File: config.mk
export PLATFORM = sky130hd
export DESIGN_NAME = seq_divider_16by8
export DESIGN_NICKNAME = d
export VERILOG_FILES = /design/src/rtl/seq_divider_16by8.sv
export SDC_FILE = /design/constraint.sdc
export NUM_CORES = 1
export LEC_CHECK = 0
export ABC_AREA = 1
export ABC_CLOCK_PERIOD_IN_PS = 2600
export BUFFER_PORTS_ARGS = -buffer_cell sky130_fd_sc_hd__buf_2
export CAP_MARGIN = 30
export CORE_MARGIN = 2
export CORE_UTILIZATION = 45
export DETAILED_ROUTE_END_ITERATION = 12
export GPL_ROUTABILITY_DRIVEN = 0
export HOLD_SLACK_MARGIN = 0.12
export PLACE_DENSITY = 0.66
export SLEW_MARGIN = 10
export SYNTH_ARGS = -nofsm -noshare
export SYNTH_HDL_FRONTEND = slang
export SYNTH_SLANG_ARGS = --single-unit
File: constraint.sdc
create_clock -name clk -period 2.6 [get_ports clk]
set_input_delay 0.39 -clock clk [delete_from_list [all_inputs] [get_ports clk]]
set_output_delay 0.39 -clock clk [all_outputs]
set_load 0.1 [all_outputs]
File: src/rtl/seq_divider_16by8.sv
// Sequential restoring unsigned divider: 16-bit dividend by 8-bit divisor, one quotient bit per clock.
// Single start/done handshake; a zero divisor finishes immediately with div_by_zero set.
module seq_divider_16by8 #(
  parameter int unsigned DIVIDEND_W = 16,
  parameter int unsigned DIVISOR_W  = 8
) (
  input  logic                  clk,
  input  logic                  rst,
  input  logic                  start,
  input  logic [DIVIDEND_W-1:0] dividend,
  input  logic [DIVISOR_W-1:0]  divisor,
  output logic                  busy,
  output logic                  done,
  output logic [DIVIDEND_W-1:0] quotient,
  output logic [DIVISOR_W-1:0]  remainder,
  output logic                  div_by_zero
);

  localparam int unsigned CNT_W = $clog2(DIVIDEND_W + 1);
  localparam int unsigned TRY_W = DIVISOR_W + 1;

  typedef enum logic [1:0] {
    IDLE = 2'd0,
    CALC = 2'd1,
    FIN  = 2'd2
  } state_e;

  state_e                state_q, state_d;
  logic [CNT_W-1:0]      cnt_q, cnt_d;
  logic [DIVIDEND_W-1:0] work_q, work_d;
  logic [DIVISOR_W-1:0]  rem_q, rem_d;
  logic [DIVISOR_W-1:0]  dvsr_q, dvsr_d;
  logic                  busy_q, busy_d;
  logic                  done_q, done_d;
  logic [DIVIDEND_W-1:0] quotient_q, quotient_d;
  logic [DIVISOR_W-1:0]  remainder_q, remainder_d;
  logic                  dz_q, dz_d;

  logic [TRY_W-1:0]      shifted_c;
  logic [TRY_W-1:0]      trial_c;
  logic                  neg_c;

  // The restored remainder is always below the divisor, so the shifted value fits in TRY_W bits
  // and the trial difference stays within signed TRY_W range; its MSB is the sign.
  always_comb begin
    shifted_c = {rem_q, work_q[DIVIDEND_W-1]};
    trial_c   = shifted_c - TRY_W'(dvsr_q);
    neg_c     = trial_c[TRY_W-1];
  end

  // Next-state and datapath update
  always_comb begin
    state_d     = state_q;
    cnt_d       = cnt_q;
    work_d      = work_q;
    rem_d       = rem_q;
    dvsr_d      = dvsr_q;
    busy_d      = busy_q;
    done_d      = 1'b0;
    quotient_d  = quotient_q;
    remainder_d = remainder_q;
    dz_d        = dz_q;

    case (state_q)
      IDLE, FIN: begin
        state_d = IDLE;
        busy_d  = 1'b0;
        if (start) begin
          if (divisor == '0) begin
            state_d     = FIN;
            done_d      = 1'b1;
            quotient_d  = '1;
            remainder_d = '0;
            dz_d        = 1'b1;
          end else begin
            state_d = CALC;
            busy_d  = 1'b1;
            work_d  = dividend;
            dvsr_d  = divisor;
            rem_d   = '0;
            cnt_d   = CNT_W'(DIVIDEND_W);
          end
        end
      end
      CALC: begin
        work_d = {work_q[DIVIDEND_W-2:0], ~neg_c};
        rem_d  = neg_c ? shifted_c[DIVISOR_W-1:0] : trial_c[DIVISOR_W-1:0];
        cnt_d  = cnt_q - CNT_W'(1);
        if (cnt_q == CNT_W'(1)) begin
          state_d     = FIN;
          busy_d      = 1'b0;
          done_d      = 1'b1;
          quotient_d  = work_d;
          remainder_d = rem_d;
          dz_d        = 1'b0;
        end
      end
      default: begin
        state_d = IDLE;
        busy_d  = 1'b0;
      end
    endcase
  end

  // State and output registers, synchronous reset
  always_ff @(posedge clk) begin
    if (rst) begin
      state_q     <= IDLE;
      cnt_q       <= '0;
      work_q      <= '0;
      rem_q       <= '0;
      dvsr_q      <= '0;
      busy_q      <= 1'b0;
      done_q      <= 1'b0;
      quotient_q  <= '0;
      remainder_q <= '0;
      dz_q        <= 1'b0;
    end else begin
      state_q     <= state_d;
      cnt_q       <= cnt_d;
      work_q      <= work_d;
      rem_q       <= rem_d;
      dvsr_q      <= dvsr_d;
      busy_q      <= busy_d;
      done_q      <= done_d;
      quotient_q  <= quotient_d;
      remainder_q <= remainder_d;
      dz_q        <= dz_d;
    end
  end

  assign busy        = busy_q;
  assign done        = done_q;
  assign quotient    = quotient_q;
  assign remainder   = remainder_q;
  assign div_by_zero = dz_q;

endmodule

==> metrics.md, run 1 <==
| Metric | Value |
|---|---|
| Worst Slack Setup Final | `519.9 ps` |
| Mux cell area share after synthesis | `0` |
| Commonest cells post-synth | `sky130_fd_sc_hd__nand2_1 (84), sky130_fd_sc_hd__dfxtp_1 (65), sky130_fd_sc_hd__inv_1 (60)` |
| Adder and majority gate portion of the synthesized area | `0.04572` |
| Post-synthesis async set-or-reset flop share | `0` |
| Num ports | `54` |
| Minimum setup slack after placement | `570.6 ps` |
| Grt ovf | `0` |
| Number of cells traversed by the worst hold path | `3` |
| WS Path Type | `reg2reg` |
| Synthesized cell area | `3174 sq um` |
| Clock latency of the later-clocked register in the worst-skew pair | `340 ps` |
| Mean instance size in the synthesized netlist | `7.038 sq um` |
| Cts hold-fix bufs | `0` |
| Number of resized instances in the post-cts repair step | `0` |
| Layout cells sized above 1 | `0.1996` |
| Number of iterations in the first detailed-routing pass | `4` |
| Leakage power of the design | `1.825 nW` |
| Count of H-tree levels built during CTS | `3` |
| Count of vias placed by the detailed router | `2,924` |
| Post-Synthesis Net Count | `489` |
| Clock Tree Root | `sky130_fd_sc_hd__clkbuf_8` |
| Clock slew seen by the registers of the worst setup and hold paths | `80 ps` |
| Crit path cell chain | `inv_1 > ha_1 > inv_1 > fa_1 > nand2_1 > nand2_1 > nand3_1 > nand2_1 > nand2_1 > nand2_1 > nand3_1 > nand3_1 > nand2_1 > inv_1` |
| N_diodes | `0` |
| Setup-violating endpoint count in the final report | `0` |
| Max Cap Viol | `0` |
| Largest family of logic cells by synthesized area | `simple AND/OR/NAND/NOR gates` |
| Total length of routed wires | `7328 um` |
| CP Launch Type | `flop` |
| First-pass GRT wire length | `12,120 um` |
| Number of synthesized flops with an enable pin | `0` |
| Setup repair after global routing missed its margin | `no` |
| Width of the die | `87.99 um` |
| Worst Path Required | `2840 ps` |
| Netlist cell types | `31` |
| Fill cell instance count of the final layout | `676` |
| Placeable Area | `6794 sq um` |
| Worst slew slack as a fraction of its limit | `0.5372` |
| Data arrival time of the critical path | `2320 ps` |
| Final worst path period need | `2080 ps` |
| Count of nets left with antenna violations after detail routing | `0` |
| Setup total negative slack | `0 ps` |
| Starting DRT DRC Count | `168` |
| Buffer levels on the longest clock path | `2` |
| Pins Over Slew Limit | `0` |
| Highest Clock Rate | `480.7 MHz` |
| Number of nets in the layout | `539` |
| Layout overhead on the synthesized area | `17.78%` |
| Number of warning messages in the yosys log | `0` |
| Synthesis-stage register bit count | `65` |
| Standard cell with the maximum stage delay on the critical path | `sky130_fd_sc_hd__fa_1` |
| Number of antenna violations at the first check in global routing | `0` |
| Number of global-route vias before repair | `2,596` |
| Post-detailed-route DRC marker count | `0` |
| Die height | `87.99 um` |
| Clock tree from TritonCTS | `built` |
| Rows | `30` |
| Avg WL per Cell | `12.17 um` |
| Result of the run | `finished clean` |
| Overall die area | `7742 sq um` |
| Worst-case reg-to-reg path depth | `14` |
| Final worst path period share | `0.8001` |
| Post-CTS Setup Repair Bufs | `0` |
| Yosys top cell by area | `sky130_fd_sc_hd__dfxtp_1` |
| Most common cell on crit path | `sky130_fd_sc_hd__nand2_1` |
| Register area share after synthesis | `0.4099` |
| DP HPWL | `5280 um` |
| Number of cells produced by synthesis | `451` |
| Slew of the pin with the lowest slew margin | `694.0 ps` |
| Capturing element type of the critical path | `flop` |
| Area contributors post-synth | `sky130_fd_sc_hd__dfxtp_1 (41%), sky130_fd_sc_hd__nand2_1 (9.9%), sky130_fd_sc_hd__inv_1 (7.1%)` |
| Vias per Instance | `4.857` |
| Final worst hold slack | `348.5 ps` |
| Quantity of I/O buffers inserted on ports | `53` |
| Share of the synthesized netlist area taken by xor and xnor gates | `0.008277` |
| Pwr dens | `778.7 nW/um^2` |
| HP Class | `in2reg` |
| CTS sink count | `65` |
| Area share of and/or/nand/nor cells after synthesis | `0.2755` |
| Share of the synthesized area in the top cell type | `0.4099` |
| Max Clock Skew | `11.36 ps` |
| Max stage delay on crit path | `400 ps` |
| Most used flip-flop cell after synthesis | `sky130_fd_sc_hd__dfxtp_1` |
| Initial Util | `0.4672` |
| Combined global-route utilization of all metal layers | `0.2028` |
| Area fraction in compound gates after synthesis | `0.1514` |
| Number of buffers created by CTS | `9` |
| Most frequent cell after synthesis | `sky130_fd_sc_hd__nand2_1` |
| Fin. Hold Viols | `0` |
| Worst-path maximum fanout | `8` |
| Max rail drop VDD | `0.0004117 V` |
| Largest net degree at the start of global routing | `31` |
==> metal layers <==
layer / vias to the layer above / share of wire / routed length, um / global-route usage
met2: 66 / 0.45 / 3285 / 0.3154
li1: 1542 / - / - / -
met5: - / 0 / 0 / 0
met3: 4 / 0.048 / 352 / 0.04147
met4: 0 / 0.0068 / 50 / 0.06853
met1: 1312 / 0.50 / 3639 / 0.2811
==> placed cells by master (no fill, tap or decap), types with 3 or more instances in the layout <==
cell and n:
sky130_fd_sc_hd__nand2_1 84, sky130_fd_sc_hd__dfxtp_1 65, sky130_fd_sc_hd__inv_1 60, sky130_fd_sc_hd__buf_2 53
sky130_fd_sc_hd__nor2_1 51, sky130_fd_sc_hd__nand3_1 41, sky130_fd_sc_hd__a21oi_1 36, sky130_fd_sc_hd__o21ai_0 28
sky130_fd_sc_hd__o211ai_1 15, sky130_fd_sc_hd__or2_2 14, sky130_fd_sc_hd__ha_1 10, sky130_fd_sc_hd__clkbuf_8 9
sky130_fd_sc_hd__inv_2 5, sky130_fd_sc_hd__buf_4 5, sky130_fd_sc_hd__inv_6 3
==> cells by family (layout without fill, tap and decap cells) <==
group,Yosys count,in the layout
AOI/OAI and AO/OA,86,86
DFF,65,65
adders and majority gates,11,11
buffers and inverters,85,140
xor gates and xnor gates,3,3
and+or+nand+nor,201,201
==> flip-flops by register name (all words and copies together), names as in the netlist <==
name and flops:
cnt_q 5, div_by_zero 1, done 1, dvsr_q 8
quotient 16, rem_q 8, remainder 8, state_q 2
work_q 16
==> path summary, 6_finish.rpt <==
path	to	slack, ps	startpoint
worst max-delay path	remainder[5]	520	work_q[15]
worst min-delay path	dvsr_q[4]	350	divisor[4]
worst min register to register	work_q[4]	460	work_q[4]
worst max register to register	remainder[5]	520	work_q[15]
==> power by group <==
part / internal, mW / switching, mW
clock network: 0.550 / 0.425
logic: 0.226 / 0.578
registers: 1.08 / 0.0501
==> per-stage QoR <==
step / std cells / total power [mW] / util / instance area [sq um]
after floorplan: 451 / 1.801 / - / 3174
after global placement: 586 / 1.945 / 0.5173 / 3515
after detailed placement: 586 / 1.960 / 0.5173 / 3515
after CTS: 602 / 2.930 / 0.5503 / 3739
after global routing: 602 / 3.076 / 0.5503 / 3739
final: 602 / 2.911 / 0.5503 / 3739
==> worst max-delay path, delay by kind of cell (launching register included) <==
family	cells	cell delay, ps
adder cells (fa/ha/maj)	2	530
buffers and inverters	3	160
flip-flops	1	320
AND/OR/NAND/NOR	9	980
==> final cells by class <==
| cell class | instances | area [sq um] | share of cell area |
|---|---|---|---|
| Clock inverter | 7 | 100.1 | 0.02677 |
| Timing Repair Buffer | 59 | 322.8 | 0.08635 |
| Clock buffer | 9 | 123.9 | 0.03313 |
| Inverter | 65 | 244.0 | 0.06526 |
| Sequential cell | 65 | 1301 | 0.3481 |
| Tap cell | 96 | 120.1 | 0.03213 |
| Multi-Input combinational cell | 301 | 1526 | 0.4083 |
Power figures use the tool's default switching activity.
==> run 2: changes to the inputs <==
--- a/config.mk
+++ b/config.mk
@@ -5,8 +5,8 @@
 export SDC_FILE = /design/constraint.sdc
 export NUM_CORES = 1
 export LEC_CHECK = 0
-export ABC_AREA = 1
-export ABC_CLOCK_PERIOD_IN_PS = 2600
+export ABC_AREA = 0
+export ABC_CLOCK_PERIOD_IN_PS = 2000
 export BUFFER_PORTS_ARGS = -buffer_cell sky130_fd_sc_hd__buf_2
 export CAP_MARGIN = 30
 export CORE_MARGIN = 2
==> constraint.sdc (replaced) <==
create_clock -name clk -period 2 [get_ports clk]
set_input_delay 0.3 -clock clk [delete_from_list [all_inputs] [get_ports clk]]
set_output_delay 0.3 -clock clk [all_outputs]
set_load 0.1 [all_outputs]
==> metrics.md, run 2 <==
| Metric | Value |
|---|---|
| Post-synthesis async set-or-reset flop share | `0 (unchanged)` |
| Buffer levels on the longest clock path | `2 (unchanged)` |
| Grt ovf | `0 (unchanged)` |
| First-pass GRT wire length | `12,240 um (was 12,120 um)` |
| Count of H-tree levels built during CTS | `3 (unchanged)` |
| Worst slew slack as a fraction of its limit | `0.6468 (was 0.5372)` |
| Post-Synthesis Net Count | `414 (was 489)` |
| Vias per Instance | `5.244 (was 4.857)` |
| Max Cap Viol | `0 (unchanged)` |
| Capture instance of the worst register-to-register path | `remainder[2] (was remainder[5])` |
| Commonest non-fill, non-tap cells in the layout | `sky130_fd_sc_hd__nand2_1 (71), sky130_fd_sc_hd__dfxtp_1 (62), sky130_fd_sc_hd__buf_2 (53) (was sky130_fd_sc_hd__nand2_1 (84), sky130_fd_sc_hd__dfxtp_1 (65), sky130_fd_sc_hd__inv_1 (60))` |
| Width of the die | `88.42 um (was 87.99 um)` |
| Worst Path Required | `2240 ps (was 2840 ps)` |
| Max stage delay on crit path | `380 ps (was 400 ps)` |
| Number of antenna violations at the first check in global routing | `0 (unchanged)` |
| Number of buffers created by CTS | `9 (unchanged)` |
| Placeable Area | `6832 sq um (was 6794 sq um)` |
| N_diodes | `0 (unchanged)` |
| Result of the run | `finished with violations (was finished clean)` |
| WS Path Type | `reg2reg (unchanged)` |
| Quantity of I/O buffers inserted on ports | `53 (unchanged)` |
| Adder and majority gate portion of the synthesized area | `0.04526 (was 0.04572)` |
| Fin. Hold Viols | `0 (unchanged)` |
| Largest net degree at the start of global routing | `40 (was 31)` |
| Setup repair after global routing missed its margin | `yes (was no)` |
| Fill cell instance count of the final layout | `609 (was 676)` |
| Largest family of logic cells by synthesized area | `compound AO/OA/AOI/OAI gates (was simple AND/OR/NAND/NOR gates)` |
| Clock slew seen by the registers of the worst setup and hold paths | `70 ps (was 80 ps)` |
| Leakage power of the design | `1.708 nW (was 1.825 nW)` |
| Source of the worst register-to-register timing path | `work_q[15] (unchanged)` |
| Highest Clock Rate | `452.0 MHz (was 480.7 MHz)` |
| Worst setup path startpoint | `work_q[15] (unchanged)` |
| Commonest cells post-synth | `sky130_fd_sc_hd__nand2_1 (71), sky130_fd_sc_hd__dfxtp_1 (65), sky130_fd_sc_hd__nor2_1 (41) (was sky130_fd_sc_hd__nand2_1 (84), sky130_fd_sc_hd__dfxtp_1 (65), sky130_fd_sc_hd__inv_1 (60))` |
| Rows | `30 (unchanged)` |
| Num ports | `54 (unchanged)` |
| Number of warning messages in the yosys log | `0 (unchanged)` |
| Mux cell area share after synthesis | `0 (unchanged)` |
| Slew of the pin with the lowest slew margin | `524.3 ps (was 694.0 ps)` |
| Mean instance size in the synthesized netlist | `8.529 sq um (was 7.038 sq um)` |
| Overall die area | `7817 sq um (was 7742 sq um)` |
| Area fraction in compound gates after synthesis | `0.2528 (was 0.1514)` |
| Capturing element type of the critical path | `flop (unchanged)` |
| Worst Slack Setup Final | `-212.5 ps (was 519.9 ps)` |
| CP Launch Type | `flop (unchanged)` |
| Setup total negative slack | `-2641 ps (was 0 ps)` |
| Starting DRT DRC Count | `108 (was 168)` |
| Number of nets in the layout | `494 (was 539)` |
| Most used flip-flop cell after synthesis | `sky130_fd_sc_hd__dfxtp_1 (unchanged)` |
| Initial Util | `0.4694 (was 0.4672)` |
| Post-detailed-route DRC marker count | `0 (unchanged)` |
| Pins Over Slew Limit | `0 (unchanged)` |
| HP Class | `in2reg (unchanged)` |
| Data arrival time of the critical path | `2450 ps (was 2320 ps)` |
| Setup-violating endpoint count in the final report | `18 (was 0)` |
| Layout cells sized above 1 | `0.3514 (was 0.1996)` |
| Avg WL per Cell | `14.06 um (was 12.17 um)` |
| Max rail drop VDD | `0.0004571 V (was 0.0004117 V)` |
| Number of cells produced by synthesis | `376 (was 451)` |
| Crit path cell chain | `inv_2 > ha_4 > inv_2 > fa_2 > a21o_1 > a221oi_4 > nor3_4 > or3_4 > a32o_1 (was inv_1 > ha_1 > inv_1 > fa_1 > nand2_1 > nand2_1 > nand3_1 > nand2_1 > nand2_1 > nand2_1 > nand3_1 > nand3_1 > nand2_1 > inv_1)` |
| Worst-path maximum fanout | `5 (was 8)` |
| Clock tree from TritonCTS | `built (unchanged)` |
| Leading cell type in the layout, fill and taps excluded | `sky130_fd_sc_hd__nand2_1 (unchanged)` |
| Overall Power | `4.140 mW (was 2.911 mW)` |
| Violated checks | `setup timing` |
| Minimum setup slack after placement | `-228.4 ps (was 570.6 ps)` |
| Combined global-route utilization of all metal layers | `0.2010 (was 0.2028)` |
| Yosys top cell by area | `sky130_fd_sc_hd__dfxtp_1 (unchanged)` |
| Clock Tree Root | `sky130_fd_sc_hd__clkbuf_8 (unchanged)` |
| Layout overhead on the synthesized area | `30.63% (was 17.78%)` |
| Pwr dens | `988.2 nW/um^2 (was 778.7 nW/um^2)` |
| Synthesized cell area | `3207 sq um (was 3174 sq um)` |
| Area share of and/or/nand/nor cells after synthesis | `0.2201 (was 0.2755)` |
| Total length of routed wires | `7833 um (was 7328 um)` |
| Share of the core filled with cells in the final layout | `0.6132 (was 0.5503)` |
| Count of nets left with antenna violations after detail routing | `0 (unchanged)` |
| Worst-case reg-to-reg path depth | `9 (was 14)` |
| Share of the synthesized area in the top cell type | `0.4058 (was 0.4099)` |
| FF/Latch Area | `1305 sq um (was 1301 sq um)` |
| Standard cell with the maximum stage delay on the critical path | `sky130_fd_sc_hd__or3_4 (was sky130_fd_sc_hd__fa_1)` |
| Number of iterations in the first detailed-routing pass | `4 (unchanged)` |
| Most frequent cell after synthesis | `sky130_fd_sc_hd__nand2_1 (unchanged)` |
| Clock latency of the later-clocked register in the worst-skew pair | `350 ps (was 340 ps)` |
| Register area share after synthesis | `0.4058 (was 0.4099)` |
| Most common cell on crit path | `sky130_fd_sc_hd__inv_2 (was sky130_fd_sc_hd__nand2_1)` |
| Final worst path period need | `2212 ps (was 2080 ps)` |
| Critical path destination | `remainder[2] (was remainder[5])` |
| CTS sink count | `65 (unchanged)` |
| Count of vias placed by the detailed router | `2,921 (was 2,924)` |
| Number of global-route vias before repair | `2,735 (was 2,596)` |
| Flop-to-flop setup slack | `-210 ps (was 520 ps)` |
| Number of synthesized flops with an enable pin | `0 (unchanged)` |
| Cts hold-fix bufs | `0 (unchanged)` |
| Share of the synthesized netlist area taken by xor and xnor gates | `0.008194 (was 0.008277)` |
| Multi-input gate area in the final layout | `1832 sq um (was 1526 sq um)` |
| Die height | `88.42 um (was 87.99 um)` |
| Final worst path period share | `1.106 (was 0.8001)` |
| Netlist cell types | `48 (was 31)` |
| Synthesis-stage register bit count | `65 (unchanged)` |
| Area contributors post-synth | `sky130_fd_sc_hd__dfxtp_1 (41%), sky130_fd_sc_hd__nand2_1 (8.3%), sky130_fd_sc_hd__nor2_1 (4.8%) (was sky130_fd_sc_hd__dfxtp_1 (41%), sky130_fd_sc_hd__nand2_1 (9.9%), sky130_fd_sc_hd__inv_1 (7.1%))` |
| DP HPWL | `5593 um (was 5280 um)` |
| Max Clock Skew | `7.257 ps (was 11.36 ps)` |
[run 2: cell count changes in the layout (fill, tap and decap cells not counted), moves of 12 or more]
cell	before	now
sky130_fd_sc_hd__inv_1	60	13
sky130_fd_sc_hd__nand3_1	41	0
sky130_fd_sc_hd__buf_4	5	37
sky130_fd_sc_hd__o21ai_0	28	8
sky130_fd_sc_hd__a21oi_1	36	18
sky130_fd_sc_hd__a311oi_1	0	16
sky130_fd_sc_hd__nand2_1	84	71
sky130_fd_sc_hd__or2_2	14	2
[run 2: metal layers]
layer,GRT usage,share of wire
met3,0.03918,0.036
met5,0,0
met2,0.3219,0.48
met4,0.08127,0.015
met1,0.2674,0.47
[run 2: through the flow]
stage	cell area (sq um)	cells	hold WS (ps)
floorplan	3256	376	428.4
finish	4189	557	203.5
CTS	4069	553	199.9
global route	4189	557	213.3
detailed placement	3836	537	449.1
global placement	3836	537	446.4
[run 2: kinds of logic after synthesis]
group / after synthesis
flops: 65
xor+xnor: 3
buf+inv: 44
fa+ha+maj: 11
simple gates: 152
compound gates: 101
[run 2: worst max-delay path: cells and delay by family, from the launching register on]
kind	cells	cell delay, ps
flip-flops	1	330
buffers and inverters	2	90
adder cells (fa/ha/maj)	2	440
AND/OR/NAND/NOR	2	460
AO/OA/AOI/OAI	3	790
[run 2: final cells by class]
| type | instances | share of cell area |
|---|---|---|
| repair buffers | 97 | 0.1589 |
| clock buffers | 11 | 0.03136 |
| well taps | 96 | 0.02867 |
| flip-flops and latches | 65 | 0.3115 |
| multi-input cells | 268 | 0.4373 |
| inverters | 15 | 0.01344 |
| clock inverters | 5 | 0.01882 |
[run 2: repair_timing]
| item | in CTS | in global routing |
|---|---|---|
| pin swaps | 1 | 13 |
| setup endpoints to repair | 18 | 22 |
| gates cloned | 0 | 2 |
| setup buffers | 0 | 2 |
| gates resized for setup | 3 | 16 |
[run 2: worst min-delay path by stage]
stage               start  cells after the start         to
6_report       divisor[4]                      3  dvsr_q[4]
5_1_grt        divisor[4]                      3  dvsr_q[4]
4_1_cts        divisor[4]                      3  dvsr_q[4]
3_5_place_dp    dvsr_q[1]                      2  dvsr_q[1]
3_3_place_gp    dvsr_q[7]                      2  dvsr_q[7]
2_1_floorplan  divisor[0]                      2  dvsr_q[0]
[run 2: report_power, final]
group	internal (mW)	switching [mW]
Combinational	0.534	0.911
Clock	0.703	0.519
Sequential	1.40	0.0689
Total	2.64	1.50
==> run 3: changes to the inputs <==
--- a/config.mk
+++ b/config.mk
@@ -9,7 +9,6 @@
 export ABC_CLOCK_PERIOD_IN_PS = 2000
 export BUFFER_PORTS_ARGS = -buffer_cell sky130_fd_sc_hd__buf_2
 export CAP_MARGIN = 30
-export CORE_MARGIN = 2
 export CORE_UTILIZATION = 45
 export DETAILED_ROUTE_END_ITERATION = 12
 export GPL_ROUTABILITY_DRIVEN = 0
==> metrics.md, run 3 (synthesis results as in run 2) <==
| Metric | Value |
|---|---|
| Result of the run | `finished with violations (unchanged)` |
| Violated checks | `setup timing (unchanged)` |
| Buffer levels on the longest clock path | `2 (unchanged)` |
| Overall die area | `7468 sq um (was 7817 sq um)` |
| Clock tree from TritonCTS | `built (unchanged)` |
| DP HPWL | `5538 um (was 5593 um)` |
| Finished Cell Area | `4252 sq um (was 4189 sq um)` |
| Pwr dens | `950.7 nW/um^2 (was 988.2 nW/um^2)` |
| Combined global-route utilization of all metal layers | `0.2169 (was 0.2010)` |
| WS Path Type | `reg2reg (unchanged)` |
| N_diodes | `0 (unchanged)` |
| CP Launch Type | `flop (unchanged)` |
| Number of nets in the layout | `505 (was 494)` |
| Leakage power of the design | `1.758 nW (was 1.708 nW)` |
| Layout overhead on the synthesized area | `32.58% (was 30.63%)` |
| Number of buffers created by CTS | `9 (unchanged)` |
| Total length of routed wires | `8050 um (was 7833 um)` |
| Final worst path period need | `2285 ps (was 2212 ps)` |
| Fin. Hold Viols | `0 (unchanged)` |
| Rows | `30 (unchanged)` |
| Clock latency of the later-clocked register in the worst-skew pair | `350 ps (about the same)` |
| Worst-path maximum fanout | `5 (unchanged)` |
| HP Class | `in2reg (unchanged)` |
| Count of H-tree levels built during CTS | `3 (unchanged)` |
| Max Cap Viol | `0 (unchanged)` |
| Leading cell type in the layout, fill and taps excluded | `sky130_fd_sc_hd__nand2_1 (unchanged)` |
| CTS sink count | `65 (unchanged)` |
| Initial Util | `0.4694 (unchanged)` |
| Standard cell area after detailed placement | `3846 sq um (was 3836 sq um)` |
| Clock slew seen by the registers of the worst setup and hold paths | `70 ps (about the same)` |
| Post-detailed-route DRC marker count | `0 (unchanged)` |
| Starting DRT DRC Count | `139 (was 108)` |
| Non-filler instance count after layout | `568 (was 557)` |
| Number of antenna violations at the first check in global routing | `0 (unchanged)` |
| Setup-violating endpoint count in the final report | `18 (unchanged)` |
| Capturing element type of the critical path | `flop (unchanged)` |
| Number of iterations in the first detailed-routing pass | `4 (unchanged)` |
| First-pass GRT wire length | `12,660 um (was 12,240 um)` |
| Worst Path Required | `2240 ps (about the same)` |
| Highest Clock Rate | `437.7 MHz (was 452.0 MHz)` |
| Worst Slack Setup Final | `-284.7 ps (was -212.5 ps)` |
| Max Clock Skew | `8.810 ps (was 7.257 ps)` |
| Final worst hold slack | `198.6 ps (was 203.5 ps)` |
| Vias per Instance | `5.389 (was 5.244)` |
| Largest net degree at the start of global routing | `27 (was 40)` |
| Pins Over Slew Limit | `0 (unchanged)` |
| Max rail drop VDD | `0.0006785 V (was 0.0004571 V)` |
| Commonest non-fill, non-tap cells in the layout | `sky130_fd_sc_hd__nand2_1 (71), sky130_fd_sc_hd__dfxtp_1 (61), sky130_fd_sc_hd__buf_2 (53) (was sky130_fd_sc_hd__nand2_1 (71), sky130_fd_sc_hd__dfxtp_1 (62), sky130_fd_sc_hd__buf_2 (53))` |
| Slew of the pin with the lowest slew margin | `508.5 ps (was 524.3 ps)` |
| Clock Tree Root | `sky130_fd_sc_hd__clkbuf_8 (unchanged)` |
| Count of nets left with antenna violations after detail routing | `0 (unchanged)` |
| Worst slew slack as a fraction of its limit | `0.6633 (was 0.6468)` |
| Setup repair after global routing missed its margin | `yes (unchanged)` |
| Die height | `86.42 um (was 88.42 um)` |
| Grt ovf | `0 (unchanged)` |
| Count of vias placed by the detailed router | `3,061 (was 2,921)` |
| Width of the die | `86.42 um (was 88.42 um)` |
| Final worst path period share | `1.142 (was 1.106)` |
| Avg WL per Cell | `14.17 um (was 14.06 um)` |
| Num ports | `54 (unchanged)` |
| Data arrival time of the critical path | `2520 ps (was 2450 ps)` |
| Cell Count Post-Placement | `540 (was 537)` |
| Layout cells sized above 1 | `0.3644 (was 0.3514)` |
| Quantity of I/O buffers inserted on ports | `53 (unchanged)` |
| Number of global-route vias before repair | `2,773 (was 2,735)` |
| Placeable Area | `6832 sq um (unchanged)` |
-- run 3: cell type report --
type,instances,area [sq um]
Clock buffer,10,137.6
Clock inverter,6,67.56
Fill cell,614,2580
Inverter,15,56.30
Multi-Input combinational cell,269,1780
Sequential cell,65,1306
Tap cell,96,120.1
Timing Repair Buffer,107,783.3
-- run 3: through the flow --
stage	util	setup TNS (ps)	setup WS [ps]	power, mW
after floorplan	-	-2141	-188.5	2.473
after global placement	0.5630	-1913	-196.8	2.785
after detailed placement	0.5630	-2836	-251.5	2.806
after CTS	0.5980	-3408	-262.9	3.983
after global routing	0.6223	-5963	-406.1	4.254
final	0.6223	-3267	-284.7	4.042
-- run 3: final timing paths --
kind         startpoint            to  slack, ps  cells past startpoint
min reg2reg   dvsr_q[6]     dvsr_q[6]        460                      2
max          work_q[15]  remainder[2]       -280                     10
min          divisor[4]     dvsr_q[4]        200                      3
max reg2reg  work_q[15]  remainder[2]       -280                     10
-- run 3: power by group --
group          internal [mW]  total [mW]  leakage (nW)  switching (mW)
logic                  0.535        1.42          1.13           0.887
clock network          0.610        1.15        0.0985           0.535
registers               1.40        1.47         0.533          0.0709
-- run 3: worst max-delay path, cell delays in order, from the launching register on --
cell and delay (ps):
sky130_fd_sc_hd__dfxtp_2 330, sky130_fd_sc_hd__inv_2 60, sky130_fd_sc_hd__ha_4 130, sky130_fd_sc_hd__inv_2 40
sky130_fd_sc_hd__fa_2 350, sky130_fd_sc_hd__a21o_1 190, sky130_fd_sc_hd__a221oi_2 260, sky130_fd_sc_hd__buf_4 170
sky130_fd_sc_hd__nor3_4 40, sky130_fd_sc_hd__or3_1 380, sky130_fd_sc_hd__a32o_1 230
-- run 3: metal layers --
metal / global-route usage / vias to the layer above / part of all wire
met2: 0.3514 / 76 / 0.47
li1: - / 1530 / -
met5: 0 / - / 0
met1: 0.2772 / 1441 / 0.47
met4: 0.09697 / 0 / 0.016
met3: 0.04762 / 14 / 0.043
-- run 3: timing repair --
item | CTS | global route
pin swaps | 1 | 5
hold buffers | 0 | 0
endpoints found under the setup margin | 18 | 21
cloned | 0 | 4
buffers inserted | 2 | 6
resized for setup | 4 | 11
